`src/rtl/imem_fetch_unit_pkg.sv`:
```
// Shared types and constants for the instruction-memory fetch unit.
package imem_pkg;

    typedef logic [31:0] instr_t;

    // Word returned in place of real data for a faulting fetch.
    localparam instr_t NOP_INSTR = 32'h0000_0000;

    typedef enum logic {
        LOAD = 1'b0,
        RUN  = 1'b1
    } imem_state_t;

endpackage

```
`src/rtl/imem_byte_ram.sv`:
```
// Byte-wide storage with one byte write port and a registered 4-byte read
// port returning lanes a..a+3 packed little-endian. Lanes past the end of
// storage read as zero, so out-of-range fetches never index outside the array.
module imem_byte_ram
    import imem_pkg::*;
#(
    parameter int ADDR_W = 8,
    parameter int DEPTH  = 256
) (
    input  logic              clk,
    input  logic              reset,
    input  logic              we,
    input  logic [ADDR_W-1:0] waddr,
    input  logic [7:0]        wdata,
    input  logic              re,
    input  logic [ADDR_W-1:0] raddr,
    output instr_t            rdata
);

    localparam int IDX_W = (DEPTH > 1) ? $clog2(DEPTH) : 1;
    localparam logic [ADDR_W:0] LIM = (ADDR_W+1)'(DEPTH);

    logic [7:0]       mem [DEPTH];
    logic [3:0][7:0]  lane;
    logic [ADDR_W:0]  wext;

    assign wext = {1'b0, waddr};

    // Byte write; addresses beyond storage are dropped.
    always_ff @(posedge clk) begin
        if (we && (wext < LIM))
            mem[waddr[IDX_W-1:0]] <= wdata;
    end

    for (genvar i = 0; i < 4; i++) begin : g_lane
        logic [ADDR_W:0] la;
        assign la      = {1'b0, raddr} + (ADDR_W+1)'(i);
        assign lane[i] = (la < LIM) ? mem[la[IDX_W-1:0]] : 8'h00;
    end

    // Read register only advances on an accepted fetch, so it holds under back-pressure.
    always_ff @(posedge clk or posedge reset) begin
        if (reset)
            rdata <= '0;
        else if (re)
            rdata <= lane;
    end

endmodule

```
`src/rtl/imem_fetch_unit.sv`:
```
// Instruction memory with a byte loader and a valid/ready word-fetch port.
// LOAD fills storage; RUN serves fetches through a one-entry response
// register that passes through at full rate when the consumer is ready.
module imem_fetch_unit
    import imem_pkg::*;
#(
    parameter int ADDR_W = 8,
    parameter int DEPTH  = 256
) (
    input  logic              clk,
    input  logic              reset,
    input  logic              ld_en,
    input  logic [ADDR_W-1:0] ld_addr,
    input  logic [7:0]        ld_data,
    input  logic              ld_done,
    output logic              running,
    input  logic              req_valid,
    output logic              req_ready,
    input  logic [ADDR_W-1:0] req_addr,
    output logic              rsp_valid,
    input  logic              rsp_ready,
    output logic [31:0]       rsp_instr,
    output logic              rsp_fault
);

    localparam logic [ADDR_W:0] LIM = (ADDR_W+1)'(DEPTH);

    imem_state_t     state, state_next;
    logic            accept;
    logic            fault_c;
    logic [ADDR_W:0] end_addr;
    instr_t          rd_word;

    // State register.
    always_ff @(posedge clk or posedge reset) begin
        if (reset)
            state <= LOAD;
        else
            state <= state_next;
    end

    // Next state: LOAD leaves on ld_done; RUN is only left through reset.
    always_comb begin
        state_next = state;
        if (state == LOAD && ld_done)
            state_next = RUN;
    end

    assign running   = (state == RUN);
    assign req_ready = running && (!rsp_valid || rsp_ready);
    assign accept    = req_valid && req_ready;

    // Last byte address computed one bit wider so it cannot wrap.
    assign end_addr = {1'b0, req_addr} + (ADDR_W+1)'(3);
    assign fault_c  = (req_addr[1:0] != 2'b00) || (end_addr >= LIM);

    imem_byte_ram #(
        .ADDR_W (ADDR_W),
        .DEPTH  (DEPTH)
    ) u_ram (
        .clk   (clk),
        .reset (reset),
        .we    (ld_en && (state == LOAD)),
        .waddr (ld_addr),
        .wdata (ld_data),
        .re    (accept),
        .raddr (req_addr),
        .rdata (rd_word)
    );

    // Response register: load on accept, drain when consumed, otherwise hold.
    always_ff @(posedge clk or posedge reset) begin
        if (reset) begin
            rsp_valid <= 1'b0;
            rsp_fault <= 1'b0;
        end else if (accept) begin
            rsp_valid <= 1'b1;
            rsp_fault <= fault_c;
        end else if (rsp_ready) begin
            rsp_valid <= 1'b0;
        end
    end

    assign rsp_instr = rsp_fault ? NOP_INSTR : rd_word;

endmodule

```
`config.mk`:
```
export PLATFORM = sky130hd
export DESIGN_NAME = imem_fetch_unit
export DESIGN_NICKNAME = d
export VERILOG_FILES = /design/src/rtl/imem_fetch_unit_pkg.sv /design/src/rtl/imem_byte_ram.sv /design/src/rtl/imem_fetch_unit.sv
export SDC_FILE = /design/constraint.sdc
export NUM_CORES = 2
export LEC_CHECK = 0
export CORE_MARGIN = 1
export CORE_UTILIZATION = 55
export DETAILED_ROUTE_END_ITERATION = 8
export HOLD_SLACK_MARGIN = 0.08
export PLACE_DENSITY = 0.8
export SLEW_MARGIN = 20
export SYNTH_ARGS = -nofsm -noshare
export SYNTH_HDL_FRONTEND = slang
export SYNTH_HIERARCHICAL = 1
export SYNTH_SLANG_ARGS = --single-unit
```
`constraint.sdc`:
```
create_clock -name clk -period 5.2 [get_ports clk]
set_input_delay 1.04 -clock clk [delete_from_list [all_inputs] [get_ports clk]]
set_output_delay 1.04 -clock clk [all_outputs]
set_load 0.01 [all_outputs]
```
==> results.md <==
* Fillers at 15,983
* Final #Nets at 7,458
* H-tree Lvls at 4
* Async SR Flop Fraction at 1.680%
* Routed via count at 90,313
* Synth top area cells: edfxtp_1, mux4_2, nand2_1, mux2i_1, buf_2
* Number of flops mapped to enable cells by yosys at 2,048
* Average size of a mapped cell at 18.29 um^2
* Register area share after synthesis at 47.90%
* Initial core utilization at 55.36%
* First-pass GRT wire length at 664.7 mm
* Crit-path slowest cell: nor2b_1
* Synth warn at 14
* CP Max Fanout at 15
* CP Depth at 2
* Slew headroom at 11.52%
* WP data arrival at 3.36 ns
* Max-cap violation count at 0
* Main combinational cell family by area after synthesis: multiplexers
* Pwr Total at 43.14 mW
* Synth Area in Compound Gates at 2.486%
* CP bufs+invs at 1
* Share of layout cells above drive strength 1 at 46.27%
* Area growth from synthesis to layout at 12.03%
* Reg-to-Reg Start: rsp_valid
* Synth unique cells at 80
* Largest delay share family, worst path: simple AND/OR/NAND/NOR gates
* Drt pass-1 iters at 9
* Number of setup buffers added after CTS at 0
* CTS Buffer Depth at 3
* Hold-fix buffers, CTS at 0
* Vias in the first global route at 83,972
* Post-Route Skew at 0.04774 ns
* Ys flop type: edfxtp_1
* Worst setup EP type: output pin
* Total wire length at 482.9 mm
* Fmax at 227.1 MHz
* Final Cell Area at 145,900 um^2
* #FFs+latches synth at 2,083
* Mapped cell area at 130,200 um^2
* RSZ-0062 raised after global routing: no
* R2r worst-path depth at 8
* Initial antenna violation count at 48
* Clock Tree Root: clkbuf_16
* R2R Setup Slk at 1.68 ns
* Post-Synth Simple-Gate Area at 4.146%
* CP startpoint kind: flip-flop
* CP max stage delay at 1.03 ns
* Global route overflow at 0
* Worst-Skew Late Latency at 0.92 ns
* Worst Tran Pin Value at 1.313 ns
* IO Count at 66
* Hold Crit Class: in -> async
* # rows at 178
* Top-area cell type share of the netlist area at 47.23%
* Critical path, cell by cell: nor2b_1, clkdlybuf4s50_1
* GRT Util Overall at 40.57%
* Core Area at 235,200 um^2
* Final Critical Period at 4.403 ns
* Post-Syn Nets at 7,156
* PwrDens at 295.7 nW/um^2
* Via density at 8.366
* LEAKAGE at 46.32 nW
* Die area at 238,700 um^2
* Worst r2r dst: u_ram/rdata[24]
* # resized after CTS at 0
* Post-detail-place hpwl at 325.6 mm
* Hold Fails Final Rpt at 0
* Placer Congestion at 1.059
* XOR/XNOR Fraction of Synth Area at 0.1268%
* TritonCTS buffer count at 219
* Worst Path Required at 4.16 ns
* Post-DRT Antenna Nets at 0
* Final setup fails at 0
* Most frequent cell after synthesis: mux4_2
* Worst-path clk slew at 0.06 ns
* Post-synth top cells: mux4_2, edfxtp_1, nand2_1, nor2_1, buf_2
* CP startpoint: rsp_fault
* Peak supply drop at 376.9 uV
* Area leader, netlist: edfxtp_1
* Routed WL per cell at 44.73 um
* CTS tree: built
* Syn Inst Count at 7,121
* Slew Limit Fails at 0
* Mux share of post-synthesis cell area at 42.45%
* Largest net degree at the start of global routing at 145
* DRT iter0 DRCs at 17,839
* Placed Area at 138,400 um^2
* Kind of critical path: reg -> out
* Status: completed
* Adder-cell area share of the yosys netlist at 0.04805%
* Final cycle utilization of the critical path at 84.68%
* Num Clock Sinks at 2,083
* IO Port Bufs at 65
* Chip height at 488.6 um
* Crit path to: rsp_instr[2]
* DRC Markers at 0
* Total negative setup slack at 0 ns
* Die X-Extent at 488.6 um
area by class of cell:
class                   count  area [um^2]  share of cell area (%)
well taps                3150         3941                   2.702
diodes                     33        82.58                 0.05661
repair buffers            808         7630                   5.230
flip-flops and latches   2083        62370                   42.76
multi-input cells        4296        64420                   44.16
clock buffers             254         5653                   3.875
inverters                  15        63.81                 0.04374
clock inverters           156         1712                   1.173
worst min-delay path by stage:
stage | to | slack, ns | cells past startpoint
after floorplan | u_ram/rdata[24] | 0.46 | 1
after global placement | u_ram/rdata[7] | 0.49 | 1
after detailed placement | running | 0.53 | 1
after CTS | rsp_fault | 0.31 | 2
after global routing | rsp_fault | 0.36 | 2
final | rsp_fault | 0.35 | 2
registers in the layout, indices dropped and copies added (netlist names):
name,cells
rsp_fault,1
u_ram/mem,2048
running,1
u_ram/rdata,32
rsp_valid,1
layout by cell type (no fill, tap or decap), drive strengths merged, types with 39 or more instances in the layout:
cell type / n
mux4: 2372
edfxtp: 2048
buf: 757
nand2: 590
nor2: 325
clkbuf: 255
mux2i: 179
nand3: 162
clkinv: 102
o21ai: 89
a21oi: 68
a221oi: 67
clkdlybuf4s50: 50
o22ai: 47
nor2b: 46
nand4: 39
metal layers:
layer	up-vias	GRT usage, %	share of wire (%)
li1	32253	-	-
met1	46434	51.03	30
met2	9809	56.87	43
met3	1761	19.94	19
met4	56	23.75	7.4
met5	-	0.1837	0.099
report_power, final:
group / internal, mW / switching, mW / total [mW]
clock: 9.18 / 7.13 / 16.3
combinational: 3.34 / 4.85 / 8.19
sequential: 18.5 / 0.142 / 18.6
cells by family after synthesis:
kind of cell / Yosys count
compound gates: 456
xor+xnor: 18
fa+ha+maj: 5
buf+inv: 742
flops: 2083
mux: 2556
simple gates: 1261
worst reg2reg max path: stages (launching register included):
cell,delay (ns)
dfrtp_1,0.42
nand2b_4,0.10
nor2b_4,0.58
buf_4,0.33
inv_1,0.08
nor2_1,0.16
nand3_1,0.56
a211oi_1,1.05
a2111o_1,0.18
stage by stage:
stage	util, %	instances	setup slack (ns)	hold slack [ns]
global route	62.00	10768	0.8065	0.3592
CTS	61.99	10762	1.047	0.3051
global placement	58.86	10352	0.1458	0.4943
detailed placement	58.86	10352	0.1096	0.5302
finish	62.03	10795	0.7969	0.3456
floorplan	-	7121	0.1137	0.4611
(Power assumes the default switching activity.)
